$ cat src/rtl/es_pkg.sv
// es_pkg: shared constants and types for the entrada_salida I/O unit.
// Holds the I/O register map, TCTRL/TEST bit positions and the timer state type.
package es_pkg;

   // I/O register addresses (data address bits 6:0)
   localparam logic [6:0] DIR_S0      = 7'h00;
   localparam logic [6:0] DIR_S1      = 7'h01;
   localparam logic [6:0] DIR_S2      = 7'h02;
   localparam logic [6:0] DIR_S3      = 7'h03;
   localparam logic [6:0] DIR_E0      = 7'h04;
   localparam logic [6:0] DIR_E1      = 7'h05;
   localparam logic [6:0] DIR_E2      = 7'h06;
   localparam logic [6:0] DIR_E3      = 7'h07;
   localparam logic [6:0] DIR_TCARGA  = 7'h08;
   localparam logic [6:0] DIR_TCTRL   = 7'h09;
   localparam logic [6:0] DIR_TEST    = 7'h0A;
   localparam logic [6:0] DIR_TCUENTA = 7'h0B;

   // TCTRL bit positions
   localparam int TCTRL_EN    = 0;
   localparam int TCTRL_AUTO  = 1;
   localparam int TCTRL_IRQEN = 2;

   // TEST bit positions
   localparam int TEST_FLAG = 0;
   localparam int TEST_RUN  = 1;

   // Timer FSM states
   typedef enum logic {
      PARADO   = 1'b0,
      CONTANDO = 1'b1
   } estado_t;

endpackage

$ cat src/rtl/es_temporizador.sv
// es_temporizador: prescaled down-counting timer with sticky expiry flag.
// Owns the timer FSM, prescaler, counter, TCARGA/TCTRL control bits, FLAG and irq.
// Register writes arrive as decoded one-cycle strobes from the top.
module es_temporizador
   import es_pkg::*;
#(
   parameter int PRESC = 4
) (
   input  logic       clk,
   input  logic       reset,
   input  logic       wr_carga,
   input  logic       wr_ctrl,
   input  logic       wr_test,
   input  logic [7:0] dato_in,
   output logic [7:0] carga,
   output logic [7:0] cuenta,
   output logic       auto_rec,
   output logic       irqen,
   output logic       flag,
   output logic       irq,
   output estado_t    estado
);

   localparam int PW = (PRESC > 2) ? $clog2(PRESC) : 1;
   localparam logic [PW-1:0] PRESC_MAX = PW'(PRESC - 1);

   estado_t       estado_q, estado_d;
   logic [PW-1:0] presc_q,  presc_d;
   logic [7:0]    cuenta_q, cuenta_d;
   logic [7:0]    carga_q,  carga_d;
   logic          auto_q,   auto_d;
   logic          irqen_q,  irqen_d;
   logic          flag_q,   flag_d;
   logic          irq_q,    irq_d;
   logic          tick;
   logic          expira;

   // Next-state: FSM transitions, prescaler, counter, control bits and FLAG
   always_comb begin
      estado_d = estado_q;
      presc_d  = presc_q;
      cuenta_d = cuenta_q;
      carga_d  = carga_q;
      auto_d   = auto_q;
      irqen_d  = irqen_q;
      flag_d   = flag_q;
      expira   = 1'b0;
      tick     = (estado_q == CONTANDO) && (presc_q == PRESC_MAX);

      // New TCARGA is only picked up at the next load or reload
      if (wr_carga) begin
         carga_d = dato_in;
      end

      if (estado_q == PARADO) begin
         if (wr_ctrl && dato_in[TCTRL_EN]) begin
            estado_d = CONTANDO;
            cuenta_d = carga_q;
            presc_d  = '0;
         end
      end else begin
         if (wr_ctrl && !dato_in[TCTRL_EN]) begin
            // Software stop: count is held, no tick processed on this edge
            estado_d = PARADO;
         end else begin
            presc_d = tick ? '0 : presc_q + PW'(1);
            if (tick) begin
               if (cuenta_q != 8'h00) begin
                  cuenta_d = cuenta_q - 8'h01;
               end else begin
                  expira = 1'b1;
                  if (auto_q) begin
                     cuenta_d = carga_q;
                  end else begin
                     estado_d = PARADO;
                  end
               end
            end
         end
      end

      // AUTO/IRQEN follow every TCTRL write; EN is the FSM state itself
      if (wr_ctrl) begin
         auto_d  = dato_in[TCTRL_AUTO];
         irqen_d = dato_in[TCTRL_IRQEN];
      end

      // Clear first so that a simultaneous expiry wins
      if (wr_test && dato_in[TEST_FLAG]) begin
         flag_d = 1'b0;
      end
      if (expira) begin
         flag_d = 1'b1;
      end

      // irq comes straight from a flop, so it rises together with FLAG
      irq_d = flag_d & irqen_d;
   end

   // Timer state registers with synchronous reset
   always_ff @(posedge clk) begin
      if (reset) begin
         estado_q <= PARADO;
         presc_q  <= '0;
         cuenta_q <= 8'h00;
         carga_q  <= 8'h00;
         auto_q   <= 1'b0;
         irqen_q  <= 1'b0;
         flag_q   <= 1'b0;
         irq_q    <= 1'b0;
      end else begin
         estado_q <= estado_d;
         presc_q  <= presc_d;
         cuenta_q <= cuenta_d;
         carga_q  <= carga_d;
         auto_q   <= auto_d;
         irqen_q  <= irqen_d;
         flag_q   <= flag_d;
         irq_q    <= irq_d;
      end
   end

   assign carga    = carga_q;
   assign cuenta   = cuenta_q;
   assign auto_rec = auto_q;
   assign irqen    = irqen_q;
   assign flag     = flag_q;
   assign irq      = irq_q;
   assign estado   = estado_q;

endmodule

$ cat src/rtl/entrada_salida.sv
// entrada_salida: memory-mapped I/O unit in the upper half of the data space.
// Four registered output ports, four synchronised input ports and an optional
// timer. Define ES_TIMER_EN to compile in the timer (addresses 0x08-0x0B and irq);
// without it those addresses are unmapped and irq is tied low.
//
// Bus handshake: an access is the single cycle where activar=1. With escribir=1
// the write lands on that rising edge; with escribir=0 dato_out is the
// combinational read of current state. dato_out is 0x00 otherwise.
module entrada_salida
   import es_pkg::*;
#(
   parameter int PRESC       = 4,
   parameter int SYNC_STAGES = 2
) (
   input  logic       clk,
   input  logic       reset,
   input  logic       activar,
   input  logic       escribir,
   input  logic [6:0] direccion,
   input  logic [7:0] dato_in,
   output logic [7:0] dato_out,
   input  logic [7:0] e0,
   input  logic [7:0] e1,
   input  logic [7:0] e2,
   input  logic [7:0] e3,
   output logic [7:0] s0,
   output logic [7:0] s1,
   output logic [7:0] s2,
   output logic [7:0] s3,
   output logic       irq
);

   logic [7:0] s_q [4];
   logic [7:0] s_d [4];
   logic [7:0] sync_q [4][SYNC_STAGES];
   logic [7:0] sync_d [4][SYNC_STAGES];
   logic [7:0] e_in [4];
   logic       wr;

   assign wr    = activar & escribir;
   assign e_in[0] = e0;
   assign e_in[1] = e1;
   assign e_in[2] = e2;
   assign e_in[3] = e3;

   // Output port write decode
   always_comb begin
      for (int i = 0; i < 4; i++) begin
         s_d[i] = s_q[i];
      end
      if (wr) begin
         case (direccion)
            DIR_S0:  s_d[0] = dato_in;
            DIR_S1:  s_d[1] = dato_in;
            DIR_S2:  s_d[2] = dato_in;
            DIR_S3:  s_d[3] = dato_in;
            default: ;
         endcase
      end
   end

   // Input synchroniser shift: stage 0 samples the pin, last stage is readable
   always_comb begin
      for (int p = 0; p < 4; p++) begin
         sync_d[p][0] = e_in[p];
         for (int k = 1; k < SYNC_STAGES; k++) begin
            sync_d[p][k] = sync_q[p][k-1];
         end
      end
   end

   // Port and synchroniser registers with synchronous reset
   always_ff @(posedge clk) begin
      if (reset) begin
         for (int p = 0; p < 4; p++) begin
            s_q[p] <= 8'h00;
            for (int k = 0; k < SYNC_STAGES; k++) begin
               sync_q[p][k] <= 8'h00;
            end
         end
      end else begin
         for (int p = 0; p < 4; p++) begin
            s_q[p] <= s_d[p];
            for (int k = 0; k < SYNC_STAGES; k++) begin
               sync_q[p][k] <= sync_d[p][k];
            end
         end
      end
   end

   assign s0 = s_q[0];
   assign s1 = s_q[1];
   assign s2 = s_q[2];
   assign s3 = s_q[3];

`ifdef ES_TIMER_EN
   logic [7:0] t_carga;
   logic [7:0] t_cuenta;
   logic       t_auto;
   logic       t_irqen;
   logic       t_flag;
   logic       t_irq;
   estado_t    t_estado;
   logic [7:0] reg_tctrl;
   logic [7:0] reg_test;

   es_temporizador #(
      .PRESC (PRESC)
   ) u_temporizador (
      .clk      (clk),
      .reset    (reset),
      .wr_carga (wr && (direccion == DIR_TCARGA)),
      .wr_ctrl  (wr && (direccion == DIR_TCTRL)),
      .wr_test  (wr && (direccion == DIR_TEST)),
      .dato_in  (dato_in),
      .carga    (t_carga),
      .cuenta   (t_cuenta),
      .auto_rec (t_auto),
      .irqen    (t_irqen),
      .flag     (t_flag),
      .irq      (t_irq),
      .estado   (t_estado)
   );

   // Assemble TCTRL and TEST views from timer state
   always_comb begin
      reg_tctrl              = 8'h00;
      reg_tctrl[TCTRL_EN]    = (t_estado == CONTANDO);
      reg_tctrl[TCTRL_AUTO]  = t_auto;
      reg_tctrl[TCTRL_IRQEN] = t_irqen;
      reg_test               = 8'h00;
      reg_test[TEST_FLAG]    = t_flag;
      reg_test[TEST_RUN]     = (t_estado == CONTANDO);
   end

   assign irq = t_irq;
`else
   assign irq = 1'b0;
`endif

   // Combinational read mux, quiet unless this is a read access
   always_comb begin
      dato_out = 8'h00;
      if (activar && !escribir) begin
         case (direccion)
            DIR_S0:      dato_out = s_q[0];
            DIR_S1:      dato_out = s_q[1];
            DIR_S2:      dato_out = s_q[2];
            DIR_S3:      dato_out = s_q[3];
            DIR_E0:      dato_out = sync_q[0][SYNC_STAGES-1];
            DIR_E1:      dato_out = sync_q[1][SYNC_STAGES-1];
            DIR_E2:      dato_out = sync_q[2][SYNC_STAGES-1];
            DIR_E3:      dato_out = sync_q[3][SYNC_STAGES-1];
`ifdef ES_TIMER_EN
            DIR_TCARGA:  dato_out = t_carga;
            DIR_TCTRL:   dato_out = reg_tctrl;
            DIR_TEST:    dato_out = reg_test;
            DIR_TCUENTA: dato_out = t_cuenta;
`endif
            default:     dato_out = 8'h00;
         endcase
      end
   end

endmodule

$ cat config.mk
export PLATFORM = sky130hd
export DESIGN_NAME = entrada_salida
export DESIGN_NICKNAME = d
export VERILOG_FILES = /design/src/rtl/es_pkg.sv /design/src/rtl/es_temporizador.sv /design/src/rtl/entrada_salida.sv
export SDC_FILE = /design/constraint.sdc
export NUM_CORES = 1
export LEC_CHECK = 0
export CAP_MARGIN = 40
export CORE_ASPECT_RATIO = 0.6
export CORE_UTILIZATION = 30
export CTS_CLUSTER_DIAMETER = 40
export DETAILED_ROUTE_END_ITERATION = 16
export GPL_ROUTABILITY_DRIVEN = 0
export PLACE_DENSITY = 0.54
export SYNTH_ARGS = -nofsm -noshare
export SYNTH_HDL_FRONTEND = slang
export SYNTH_SLANG_ARGS = --single-unit
$ cat constraint.sdc
create_clock -name clk -period 1.4 [get_ports clk]
set_input_delay 0.28 -clock clk [delete_from_list [all_inputs] [get_ports clk]]
set_output_delay 0.28 -clock clk [all_outputs]
set_load 0.005 [all_outputs]
==> results of run 1 <==
==> layer usage <==
| metal | up-vias | wire (um) |
|---|---|---|
| li1 | 1384 | - |
| met1 | 1243 | 4570 |
| met2 | 62 | 3740 |
| met3 | 10 | 587 |
| met4 | 0 | 79 |
| met5 | - | 0 |
==> critical path: stages <==
cell and delay [ns]:
sky130_fd_sc_hd__buf_6 0.09, sky130_fd_sc_hd__or3_4 0.40, sky130_fd_sc_hd__nor3_4 0.13, sky130_fd_sc_hd__buf_6 0.13, sky130_fd_sc_hd__buf_6 0.10, sky130_fd_sc_hd__buf_6 0.08, sky130_fd_sc_hd__and3_4 0.17, sky130_fd_sc_hd__buf_6 0.09
==> what timing repair did <==
item,4_1_cts,5_1_grt
pin swaps,2,1
endpoints found under the setup margin,48,10
resized for setup,147,9
setup buffers,3,1
==> kinds of logic (layout without fill, tap and decap cells) <==
family / after synthesis / in the layout / synth area share, %
multiplexers: 64 / 64 / 17.6
AO/OA/AOI/OAI: 16 / 16 / 3.30
flip-flops: 96 / 96 / 52.8
buffers and inverters: 20 / 173 / 2.65
AND/OR/NAND/NOR: 130 / 130 / 23.5
other: 1 / 1 / 0.103
==> power groups by stage <==
stage          combinational, W  clock (W)  sequential [W]
2_1_floorplan          0.000236          0         0.00289
3_3_place_gp           0.000500          0         0.00290
3_5_place_dp           0.000506          0         0.00290
4_1_cts                0.000521    0.00262         0.00284
5_1_grt                0.000566    0.00274         0.00284
6_report               0.000524    0.00257         0.00284
==> registers in the layout, indices dropped and copies added, names as in the netlist <==
register / count
s_q: 32
sync_q: 64
==> cells in the final DEF, fill, tap and decap left out, types with 2 or more instances in the layout <==
cell,instances
sky130_fd_sc_hd__nand4_2,3
sky130_fd_sc_hd__a22oi_1,14
sky130_fd_sc_hd__and3_4,8
sky130_fd_sc_hd__buf_4,55
sky130_fd_sc_hd__dfxtp_2,27
sky130_fd_sc_hd__buf_2,4
sky130_fd_sc_hd__clkdlybuf4s50_1,40
sky130_fd_sc_hd__a22oi_2,2
sky130_fd_sc_hd__dlygate4sd2_1,32
sky130_fd_sc_hd__buf_12,8
sky130_fd_sc_hd__inv_6,3
sky130_fd_sc_hd__nand2b_1,40
sky130_fd_sc_hd__buf_6,15
sky130_fd_sc_hd__clkbuf_16,9
sky130_fd_sc_hd__nor2b_1,68
sky130_fd_sc_hd__mux2i_1,61
sky130_fd_sc_hd__mux2i_2,3
sky130_fd_sc_hd__dfxtp_1,69
sky130_fd_sc_hd__nor2b_4,2
sky130_fd_sc_hd__inv_8,2
==> stage by stage <==
step	instance area, um^2	instances	total power, W
detailed placement	5210	620	0.00340
floorplan	3650	327	0.00313
global placement	5210	620	0.00340
finish	5660	640	0.00593
global route	5660	640	0.00615
CTS	5630	639	0.00598
==> worst max path at each step <==
stage | start | endpoint | slack, ns
after detailed placement | direccion[2] | dato_out[7] | -1.10
final | direccion[4] | dato_out[1] | -0.35
after floorplan | direccion[1] | dato_out[6] | -0.004
after global placement | direccion[0] | dato_out[1] | -1.04
after CTS | direccion[4] | dato_out[1] | -0.35
after global routing | direccion[4] | dato_out[1] | -0.39
==> final cells by class <==
type | instances | area [um^2]
Sequential cell | 96 | 1960
Clock inverter | 7 | 95.1
Timing Repair Buffer | 157 | 1470
Multi-Input combinational cell | 211 | 1720
Tap cell | 160 | 200
Clock buffer | 9 | 225
Fill cell | 1102 | 5900
==> load_flow_metrics.sql, run 1 <==
INSERT INTO impl_metrics (metric_group, metric, value, unit) VALUES
('die', 'die_height', '87.3', 'um'),
('sta', 'setup-tns-final', '-2.34', 'ns'),
('die', 'start_util', '31.5', '%'),
('global_route', 'global_route.usage.met2', '23.0', '%'),
('drt', 'via_per_inst', '4.22', ''),
('die', 'core_region_area', '11600', 'um^2'),
('power_and_ir_drop', 'power.share.switching', '22.7', '%'),
('sta', 'grt_setup_unrepaired', 'yes', ''),
('placement', 'place_hpwl', '6710', 'um'),
('sta', 'finalHoldViolCount', '0', ''),
('global_route', 'grt-ovfl-total', '0', ''),
('synthesis', 'syn_area', '3640', 'um^2'),
('power_and_ir_drop', 'ir_worst_vdd', '0.541', 'mV'),
('critical_path', 'path_max_fanout', '3', ''),
('cts', 'hold_buffers_post_cts', '0', ''),
('global_route', 'most_heavily_used_metal_layer_in_global_routing', 'met2', ''),
('global_route', 'grt_util_met3', '4.95', '%'),
('global_route', 'grt_start_max_net_pins', '27', ''),
('cts', 'ctsLongestPathBuffers', '2', ''),
('synthesis', 'synth_area_leaders', 'sky130_fd_sc_hd__dfxtp_1, sky130_fd_sc_hd__mux2i_1, sky130_fd_sc_hd__nor2b_1', ''),
('hold_path', 'whs_endpoint', 'sync_q[3][0]$_SDFF_PP0_', ''),
('synthesis', 'synth.distinct_cells', '20', ''),
('global_route', 'first_global_vias', '2720', ''),
('synthesis', 'synthMostInstantiatedCell', 'sky130_fd_sc_hd__dfxtp_1', ''),
('power_and_ir_drop', 'power.sequential.fraction', '47.8', '%'),
('synthesis', 'netlist.top_cell.by_area', 'sky130_fd_sc_hd__dfxtp_1', ''),
('cts', 'htree_levels', '3', ''),
('critical_path', 'setup.worst_path.class', 'in2out', ''),
('synthesis', 'synth_edf_count', '0', ''),
('synthesis', 'post_synth_most_frequent_cells', 'sky130_fd_sc_hd__dfxtp_1, sky130_fd_sc_hd__nor2b_1, sky130_fd_sc_hd__mux2i_1', ''),
('finish', 'finish.utilization', '49.0', '%'),
('hold_path', 'min-delay-path-class', 'reg2reg', ''),
('die', 'dieArea', '12600', 'um^2'),
('cts', 'clock-root-buffer', 'sky130_fd_sc_hd__clkbuf_16', ''),
('placement', 'pre_cts_slack', '-1.10', 'ns'),
('finish', 'n_antenna_cell', '0', ''),
('die', 'rows', '30', ''),
('synthesis', 'synth_largest_type_area_fraction', '52.8', '%'),
('run_status', 'result_of_the_run', 'finished with violations', ''),
('critical_path', 'timing.rr.end', 's_q[0][25]$_SDFFE_PP0P_', ''),
('drt', 'drtAntennaViolNets', '0', ''),
('sta', 'layout_min_cycle_time', '1.75', 'ns'),
('power_and_ir_drop', 'power_frac_clock', '43.3', '%'),
('power_and_ir_drop', 'net-switching-power', '0.00134', 'W'),
('critical_path', 'r2r.worst_path.cells', '3', ''),
('finish', 'layout.nets', '526', ''),
('global_route', 'antenna_found_initial', '0', ''),
('finish', 'final_layout_size_suffix_gt1_share', '31.7', '%'),
('cts', 'clk-insertion-delay-late', '0.34', 'ns'),
('sta', 'clock_skew', '0.00428', 'ns'),
('die', 'boundaryPins', '92', ''),
('cts', 'tritoncts.num_buffers', '9', ''),
('sta', 'worst_hold_slack', '0.431', 'ns'),
('synthesis', 'synth.net_count', '378', ''),
('cts', 'cts_tree', 'yes', ''),
('global_route', 'grtUsageMet1', '20.8', '%'),
('power_and_ir_drop', 'share_comb_of_total_power', '8.8', '%'),
('drt', 'via_count', '2699', ''),
('sta', 'max_freq', '0.572', 'GHz'),
('run_status', 'failed_checks', 'setup timing', ''),
('drt', 'detail_route.first_pass.iterations', '4', ''),
('hold_path', 'worst_hold_path.num_cells', '1', ''),
('power_and_ir_drop', 'cell_internal_pwr', '0.00458', 'W'),
('critical_path', 'worstPathRequired', '1.12', 'ns'),
('sta', 'finalSetupViolations', '8', ''),
('critical_path', 'critical_path_launch_point_type', 'primary input', ''),
('sta', 'post-route-worst-setup-slack', '-0.347', 'ns'),
('sta', 'finalCritPeriodShare', '125', '%'),
('synthesis', 'synth_flop_cell', 'sky130_fd_sc_hd__dfxtp_1', ''),
('drt', 'drtIter0Drc', '72', ''),
('synthesis', 'async_flop_share', '0', '%');
(Power assumes the default switching activity.)
==> run 2, diff against run 1 <==
--- a/config.mk
+++ b/config.mk
@@ -10,8 +10,8 @@
 export CORE_UTILIZATION = 30
 export CTS_CLUSTER_DIAMETER = 40
 export DETAILED_ROUTE_END_ITERATION = 16
-export GPL_ROUTABILITY_DRIVEN = 0
 export PLACE_DENSITY = 0.54
+export SETUP_SLACK_MARGIN = 0.1
 export SYNTH_ARGS = -nofsm -noshare
 export SYNTH_HDL_FRONTEND = slang
 export SYNTH_SLANG_ARGS = --single-unit
==> constraint.sdc (replaced) <==
create_clock -name clk -period 1.5 [get_ports clk]
set_input_delay 0.3 -clock clk [delete_from_list [all_inputs] [get_ports clk]]
set_output_delay 0.3 -clock clk [all_outputs]
set_load 0.005 [all_outputs]
==> load_flow_metrics.sql, run 2 (synthesis gave the netlist of run 1 again) <==
INSERT INTO impl_metrics (metric_group, metric, value, unit) VALUES
('power_and_ir_drop', 'power_frac_clock', '41.2', '%'),
('sta', 'setup-tns-final', '-1.74', 'ns'),
('finish', 'layout.cells.most_common', 'sky130_fd_sc_hd__dfxtp_1', ''),
('die', 'boundaryPins', '92', ''),
('critical_path', 'timing.rr.start', 's_q[0][15]$_SDFFE_PP0P_', ''),
('critical_path', 'timing.rr.end', 's_q[0][15]$_SDFFE_PP0P_', ''),
('finish', 'mostFrequentLayoutCells', 'sky130_fd_sc_hd__dfxtp_1, sky130_fd_sc_hd__nor2b_1, sky130_fd_sc_hd__mux2i_1', ''),
('cts', 'clock-root-buffer', 'sky130_fd_sc_hd__clkbuf_16', ''),
('sta', 'post-route-worst-setup-slack', '-0.222', 'ns'),
('finish', 'finish.utilization', '48.0', '%'),
('placement', 'place_hpwl', '6630', 'um'),
('sta', 'worst_hold_slack', '0.435', 'ns'),
('finish', 'flip_flop_count_of_the_largest_register_all_copies_and_words_added', '64', ''),
('power_and_ir_drop', 'leakagePower', '2.56', 'nW'),
('global_route', 'first_global_vias', '2706', ''),
('hold_path', 'whs_endpoint', 'sync_q[0][6]$_SDFF_PP0_', ''),
('power_and_ir_drop', 'cell_internal_pwr', '0.00407', 'W'),
('run_status', 'result_of_the_run', 'finished with violations', ''),
('critical_path', 'worstPathRequired', '1.20', 'ns'),
('hold_path', 'worst_hold_path.num_cells', '3', ''),
('global_route', 'groute.usage.overall', '15.8', '%'),
('cts', 'hold_buffers_post_cts', '0', ''),
('finish', 'largest_registers', 'sync_q x64, s_q x32', ''),
('run_status', 'failed_checks', 'setup timing', ''),
('sta', 'final-max-slew-violation-count', '0', ''),
('placement', 'io_buffer_count', '90', ''),
('critical_path', 'critical_path_launch_point_type', 'primary input', ''),
('power_and_ir_drop', 'net-switching-power', '0.00123', 'W'),
('finish', 'area_growth', '52.4', '%'),
('power_and_ir_drop', 'power.density', '956', 'nW/um^2'),
('drt', 'detail_route.wirelength', '9270', 'um'),
('critical_path', 'cp-end-kind', 'output port', ''),
('hold_path', 'min-delay-path-class', 'in2reg', ''),
('cts', 'ctsLongestPathBuffers', '2', ''),
('global_route', 'grt_start_max_net_pins', '78', ''),
('drt', 'drtAntennaViolNets', '0', ''),
('placement', 'place.gp.congestion', '0.736', ''),
('global_route', 'grt_pass1_wl', '14400', 'um'),
('drt', 'detail_route.first_pass.iterations', '4', ''),
('global_route', 'grt-ovfl-total', '0', ''),
('drt', 'via_per_inst', '4.28', ''),
('sta', 'layout_min_cycle_time', '1.72', 'ns'),
('finish', 'layout.nets', '519', ''),
('power_and_ir_drop', 'power.sequential.fraction', '49.9', '%'),
('drt', 'via_count', '2708', ''),
('power_and_ir_drop', 'share_comb_of_total_power', '8.9', '%'),
('drt', 'drtIter0Drc', '65', ''),
('cts', 'clk-insertion-delay-late', '0.34', 'ns'),
('critical_path', 'setup.worst_path.class', 'in2out', ''),
('hold_path', 'min_from', 'reset', ''),
('die', 'core_region_area', '11600', 'um^2'),
('die', 'rows', '30', ''),
('cts', 'htree_levels', '3', ''),
('critical_path', 'path_max_fanout', '6', ''),
('sta', 'finalHoldViolCount', '0', ''),
('finish', 'n_antenna_cell', '0', ''),
('cts', 'tritoncts.num_buffers', '9', ''),
('sta', 'finalSetupViolations', '11', ''),
('global_route', 'antenna_found_initial', '0', ''),
('sta', 'grt_setup_unrepaired', 'yes', ''),
('power_and_ir_drop', 'ir_worst_vdd', '0.596', 'mV'),
('finish', 'final_layout_size_suffix_gt1_share', '30.2', '%'),
('placement', 'placed_instance_area', '5080', 'um^2'),
('power_and_ir_drop', 'sum_of_internal_switching_and_leakage_power', '0.00530', 'W'),
('die', 'start_util', '31.5', '%'),
('cts', 'path_clk_slew', '0.07', 'ns'),
('die', 'die_w', '144', 'um'),
('critical_path', 'arr_time_crit_path', '1.42', 'ns'),
('power_and_ir_drop', 'power.share.switching', '23.3', '%'),
('sta', 'finalCritPeriodShare', '115', '%'),
('drt', 'wire_per_inst', '14.6', 'um'),
('critical_path', 'r2r.worst_path.cells', '3', ''),
('die', 'dieArea', '12600', 'um^2'),
('sta', 'clock_skew', '0.00654', 'ns'),
('finish', 'final_design_area_no_fill', '5550', 'um^2'),
('sta', 'max_freq', '0.581', 'GHz'),
('critical_path', 'reg2reg_setup_slack', '0.79', 'ns'),
('die', 'die_height', '87.3', 'um'),
('cts', 'cts_num_sinks', '96', ''),
('cts', 'cts_tree', 'yes', ''),
('finish', 'largest_register_by_flop_count', 'sync_q', ''),
('drt', 'drt_drc_violations_left', '0', ''),
('job', 'cap_viol_max_count', '0', '');
-- run 2: cell types whose count changed in the layout (fill, tap and decap cells not counted), moves of 2 or more --
| cell | delta |
|---|---|
| sky130_fd_sc_hd__dfxtp_1 | +2 |
| sky130_fd_sc_hd__a22oi_1 | +2 |
| sky130_fd_sc_hd__buf_6 | -3 |
| sky130_fd_sc_hd__buf_12 | -2 |
| sky130_fd_sc_hd__a22oi_2 | -2 |
| sky130_fd_sc_hd__mux2i_1 | -3 |
| sky130_fd_sc_hd__dfxtp_2 | -2 |
| sky130_fd_sc_hd__buf_2 | +2 |
| sky130_fd_sc_hd__buf_4 | -4 |
| sky130_fd_sc_hd__mux2i_2 | +3 |
-- run 2: metal layers --
metal	part of all wire, %	wire length (um)	global-route usage [%]	vias up
met3	5.2	479	4.62	9
met1	53	4930	22.0	1261
met4	1.4	129	5.36	0
met5	0	0	0	-
met2	40	3730	23.1	62
li1	-	-	-	1376
-- run 2: final cells by class --
type | count | area (um^2)
Multi-Input combinational cell | 211 | 1710
Clock buffer | 9 | 225
Tap cell | 160 | 200
Clock inverter | 7 | 58.8
Timing Repair Buffer | 150 | 1400
Fill cell | 1087 | 6010
Sequential cell | 96 | 1950
-- run 2: worst max path at each step --
stage,startpoint,end,slack (ns),cells past startpoint
CTS,direccion[4],dato_out[7],-0.22,7
detailed placement,direccion[0],dato_out[7],-1.15,5
global route,direccion[4],dato_out[7],-0.25,7
global placement,direccion[0],dato_out[2],-1.03,5
finish,direccion[4],dato_out[6],-0.22,7
floorplan,direccion[5],dato_out[0],0.09,3
-- run 2: worst max-delay path: stages --
cell and delay [ns]:
sky130_fd_sc_hd__buf_6 0.09, sky130_fd_sc_hd__or3_4 0.39, sky130_fd_sc_hd__nor3_4 0.13, sky130_fd_sc_hd__buf_6 0.12
sky130_fd_sc_hd__buf_6 0.11, sky130_fd_sc_hd__and3_4 0.18, sky130_fd_sc_hd__buf_6 0.09
-- run 2: per-stage QoR --
stage               setup WS (ns)  instances
CTS                        -0.219        632
finish                     -0.222        633
detailed placement          -1.15        610
global placement            -1.03        610
global route               -0.255        633
floorplan                  0.0877        327
-- run 2: what timing repair did --
| action | in CTS | in global routing |
|---|---|---|
| cloned | 1 | 0 |
| gates resized for setup | 150 | 6 |
| pin swaps | 5 | 0 |
| setup buffers | 5 | 1 |
| endpoints found under the setup margin | 48 | 18 |
-- run 2: power by group through the flow --
stage	Combinational [W]	Sequential, W	Clock (W)
3_5_place_dp	0.000432	0.00271	0
5_1_grt	0.000510	0.00265	0.00238
4_1_cts	0.000476	0.00265	0.00225
6_report	0.000473	0.00265	0.00218
2_1_floorplan	0.000223	0.00270	0
3_3_place_gp	0.000424	0.00270	0
==> run 3, diff against run 2 <==
--- a/config.mk
+++ b/config.mk
@@ -10,7 +10,7 @@
 export CORE_UTILIZATION = 30
 export CTS_CLUSTER_DIAMETER = 40
 export DETAILED_ROUTE_END_ITERATION = 16
-export PLACE_DENSITY = 0.54
+export PLACE_DENSITY = 0.52
 export SETUP_SLACK_MARGIN = 0.1
 export SYNTH_ARGS = -nofsm -noshare
 export SYNTH_HDL_FRONTEND = slang
==> constraint.sdc (replaced) <==
create_clock -name clk -period 1.69 [get_ports clk]
set_input_delay 0.338 -clock clk [delete_from_list [all_inputs] [get_ports clk]]
set_output_delay 0.338 -clock clk [all_outputs]
set_load 0.005 [all_outputs]
==> load_flow_metrics.sql, run 3 (synthesis gave the netlist of run 1 again) <==
INSERT INTO impl_metrics (metric_group, metric, value, unit) VALUES
('hold_path', 'min-delay-path-class', 'in2reg', ''),
('finish', 'flip_flop_count_of_the_largest_register_all_copies_and_words_added', '64', ''),
('power_and_ir_drop', 'power.density', '863', 'nW/um^2'),
('global_route', 'groute.usage.overall', '15.1', '%'),
('cts', 'cts_num_sinks', '96', ''),
('power_and_ir_drop', 'cell_internal_pwr', '0.00366', 'W'),
('die', 'boundaryPins', '92', ''),
('global_route', 'first_global_vias', '2664', ''),
('finish', 'layout.cells.non_filler', '631', ''),
('finish', 'area_growth', '51.4', '%'),
('die', 'dieArea', '12600', 'um^2'),
('critical_path', 'cp-end-kind', 'output port', ''),
('drt', 'detail_route.wirelength', '9000', 'um'),
('cts', 'htree_levels', '3', ''),
('cts', 'clock-root-buffer', 'sky130_fd_sc_hd__clkbuf_16', ''),
('sta', 'final-max-slew-violation-count', '0', ''),
('die', 'die_height', '87.3', 'um'),
('drt', 'detail_route.first_pass.iterations', '4', ''),
('power_and_ir_drop', 'power.sequential.fraction', '49.3', '%'),
('critical_path', 'worstPathRequired', '1.35', 'ns'),
('placement', 'place_hpwl', '6400', 'um'),
('finish', 'n_antenna_cell', '0', ''),
('finish', 'final_layout_size_suffix_gt1_share', '27.0', '%'),
('sta', 'max_freq', '0.528', 'GHz'),
('power_and_ir_drop', 'power_frac_clock', '42.0', '%'),
('critical_path', 'crit_slowest_cell', 'sky130_fd_sc_hd__or3_4', ''),
('placement', 'io_buffer_count', '90', ''),
('finish', 'multiInputGateArea', '1680', 'um^2'),
('finish', 'fillerInstances', '1121', ''),
('sta', 'grt_setup_unrepaired', 'yes', ''),
('critical_path', 'worst-path-buf-inv', '5', ''),
('finish', 'layout.nets', '517', ''),
('power_and_ir_drop', 'power.share.switching', '23.1', '%'),
('drt', 'drtAntennaViolNets', '0', ''),
('critical_path', 'cpLargestDelayFamily', 'simple AND/OR/NAND/NOR gates', ''),
('cts', 'ctsLongestPathBuffers', '2', ''),
('critical_path', 'arr_time_crit_path', '1.56', 'ns'),
('drt', 'via_per_inst', '4.23', ''),
('finish', 'largest_registers', 'sync_q x64, s_q x32', ''),
('sta', 'worst_hold_slack', '0.385', 'ns'),
('power_and_ir_drop', 'share_comb_of_total_power', '8.7', '%'),
('drt', 'drt_drc_violations_left', '0', ''),
('sta', 'finalCritPeriodShare', '112', '%'),
('critical_path', 'path_max_fanout', '7', ''),
('run_status', 'failed_checks', 'setup timing', ''),
('drt', 'wire_per_inst', '14.3', 'um'),
('global_route', 'antenna_found_initial', '0', ''),
('finish', 'layout.cells.most_common', 'sky130_fd_sc_hd__dfxtp_1', ''),
('placement', 'place.gp.congestion', '0.741', ''),
('finish', 'mostFrequentLayoutCells', 'sky130_fd_sc_hd__dfxtp_1, sky130_fd_sc_hd__nor2b_1, sky130_fd_sc_hd__mux2i_1', ''),
('sta', 'clock_skew', '0.00639', 'ns'),
('die', 'rows', '30', ''),
('drt', 'drtIter0Drc', '85', ''),
('sta', 'post-route-worst-setup-slack', '-0.203', 'ns'),
('cts', 'cts_tree', 'yes', ''),
('global_route', 'grt_start_max_net_pins', '40', ''),
('critical_path', 'worstPathCellList', 'buf_6 > or3_4 > nor3_2 > buf_4 > buf_6 > buf_6 > and3_4 > buf_6', ''),
('critical_path', 'critPathMaxStageDelay', '0.39', 'ns'),
('critical_path', 'reg2reg_setup_slack', '0.96', 'ns'),
('cts', 'hold_buffers_post_cts', '0', ''),
('sta', 'finalSetupViolations', '8', ''),
('power_and_ir_drop', 'leakagePower', '2.58', 'nW'),
('critical_path', 'critical_path_launch_point_type', 'primary input', ''),
('finish', 'largest_register_by_flop_count', 'sync_q', ''),
('cts', 'path_clk_slew', '0.07', 'ns'),
('critical_path', 'setup.worst_path.class', 'in2out', ''),
('drt', 'via_count', '2668', ''),
('die', 'core_region_area', '11600', 'um^2'),
('sta', 'layout_min_cycle_time', '1.89', 'ns'),
('global_route', 'grt_pass1_wl', '13700', 'um'),
('cts', 'tritoncts.num_buffers', '9', ''),
('power_and_ir_drop', 'net-switching-power', '0.00110', 'W'),
('cts', 'clk-insertion-delay-late', '0.34', 'ns'),
('die', 'die_w', '144', 'um'),
('die', 'start_util', '31.5', '%'),
('sta', 'finalHoldViolCount', '0', ''),
('power_and_ir_drop', 'sum_of_internal_switching_and_leakage_power', '0.00476', 'W'),
('run_status', 'result_of_the_run', 'finished with violations', ''),
('global_route', 'grt-ovfl-total', '0', ''),
('power_and_ir_drop', 'ir_worst_vdd', '0.450', 'mV'),
('critical_path', 'crit_path_frequent_cell', 'sky130_fd_sc_hd__buf_6', ''),
('finish', 'final-seq-area', '1950', 'um^2'),
('placement', 'dp.cells', '609', ''),
('job', 'cap_viol_max_count', '0', '');
-- run 3: cell types whose count changed in the layout (fill, tap and decap cells not counted), sizes merged --
cell / before / now
buf: 76 / 69
clkdlybuf4s15: 1 / 4
bufbuf: 0 / 1
clkbuf: 9 / 10
clkinv: 1 / 2
clkinvlp: 1 / 0
dlygate4sd2: 33 / 34
inv: 5 / 4
-- run 3: timing repair --
| action | in CTS | in global routing |
|---|---|---|
| pin swaps | 2 | 0 |
| gates cloned | 1 | 0 |
| endpoints found under the setup margin | 48 | 8 |
| gates resized for setup | 130 | 1 |
| buffers inserted | 4 | 1 |
-- run 3: worst paths after layout --
kind / start / endpoint / cells past startpoint
hold / removal: reset / sync_q[2][15]$_SDFF_PP0_ / 2
setup / recovery: direccion[6] / dato_out[1] / 8
hold reg to reg: sync_q[3][8]$_SDFF_PP0_ / sync_q[3][0]$_SDFF_PP0_ / 1
setup reg to reg: s_q[0][11]$_SDFFE_PP0P_ / s_q[0][11]$_SDFFE_PP0P_ / 3
-- run 3: worst reg2reg max path, cell delays in order, from the launching register on --
cell and delay [ns]:
sky130_fd_sc_hd__dfxtp_2 0.37, sky130_fd_sc_hd__buf_4 0.12, sky130_fd_sc_hd__nand2b_1 0.05, sky130_fd_sc_hd__mux2i_1 0.13
-- run 3: area by class of cell --
type	instances	share of cell area [%]
clock buffer	10	4.34
timing repair buffer	148	25.2
multi-input combinational	211	30.5
clock inverter	6	1.04
sequential	96	35.3
tap	160	3.63
-- run 3: layer usage --
metal	up-vias	GRT usage (%)	share of wire [%]
met4	0	2.78	0.50
met1	1235	20.1	50
met2	65	23.0	43
met3	4	6.05	6.2
li1	1364	-	-
met5	-	0	0
-- run 3: metrics by stage --
| stage | setup slack [ns] | util (%) | TNS (ns) | area (um^2) |
|---|---|---|---|---|
| after floorplan | 0.112 | - | 0 | 3640 |
| after global placement | -0.941 | 44.1 | -11.59 | 5100 |
| after detailed placement | -1.00 | 44.1 | -12.54 | 5100 |
| after CTS | -0.200 | 47.6 | -0.845 | 5500 |
| after global routing | -0.263 | 47.7 | -1.40 | 5510 |
| final | -0.203 | 47.7 | -0.934 | 5510 |
-- run 3: power by group through the flow --
stage | Clock, W | Combinational, W | Sequential, W
floorplan | 0 | 0.000193 | 0.00240
global placement | 0 | 0.000388 | 0.00240
detailed placement | 0 | 0.000392 | 0.00240
CTS | 0.00205 | 0.000414 | 0.00235
global route | 0.00215 | 0.000448 | 0.00235
finish | 0.00200 | 0.000413 | 0.00235
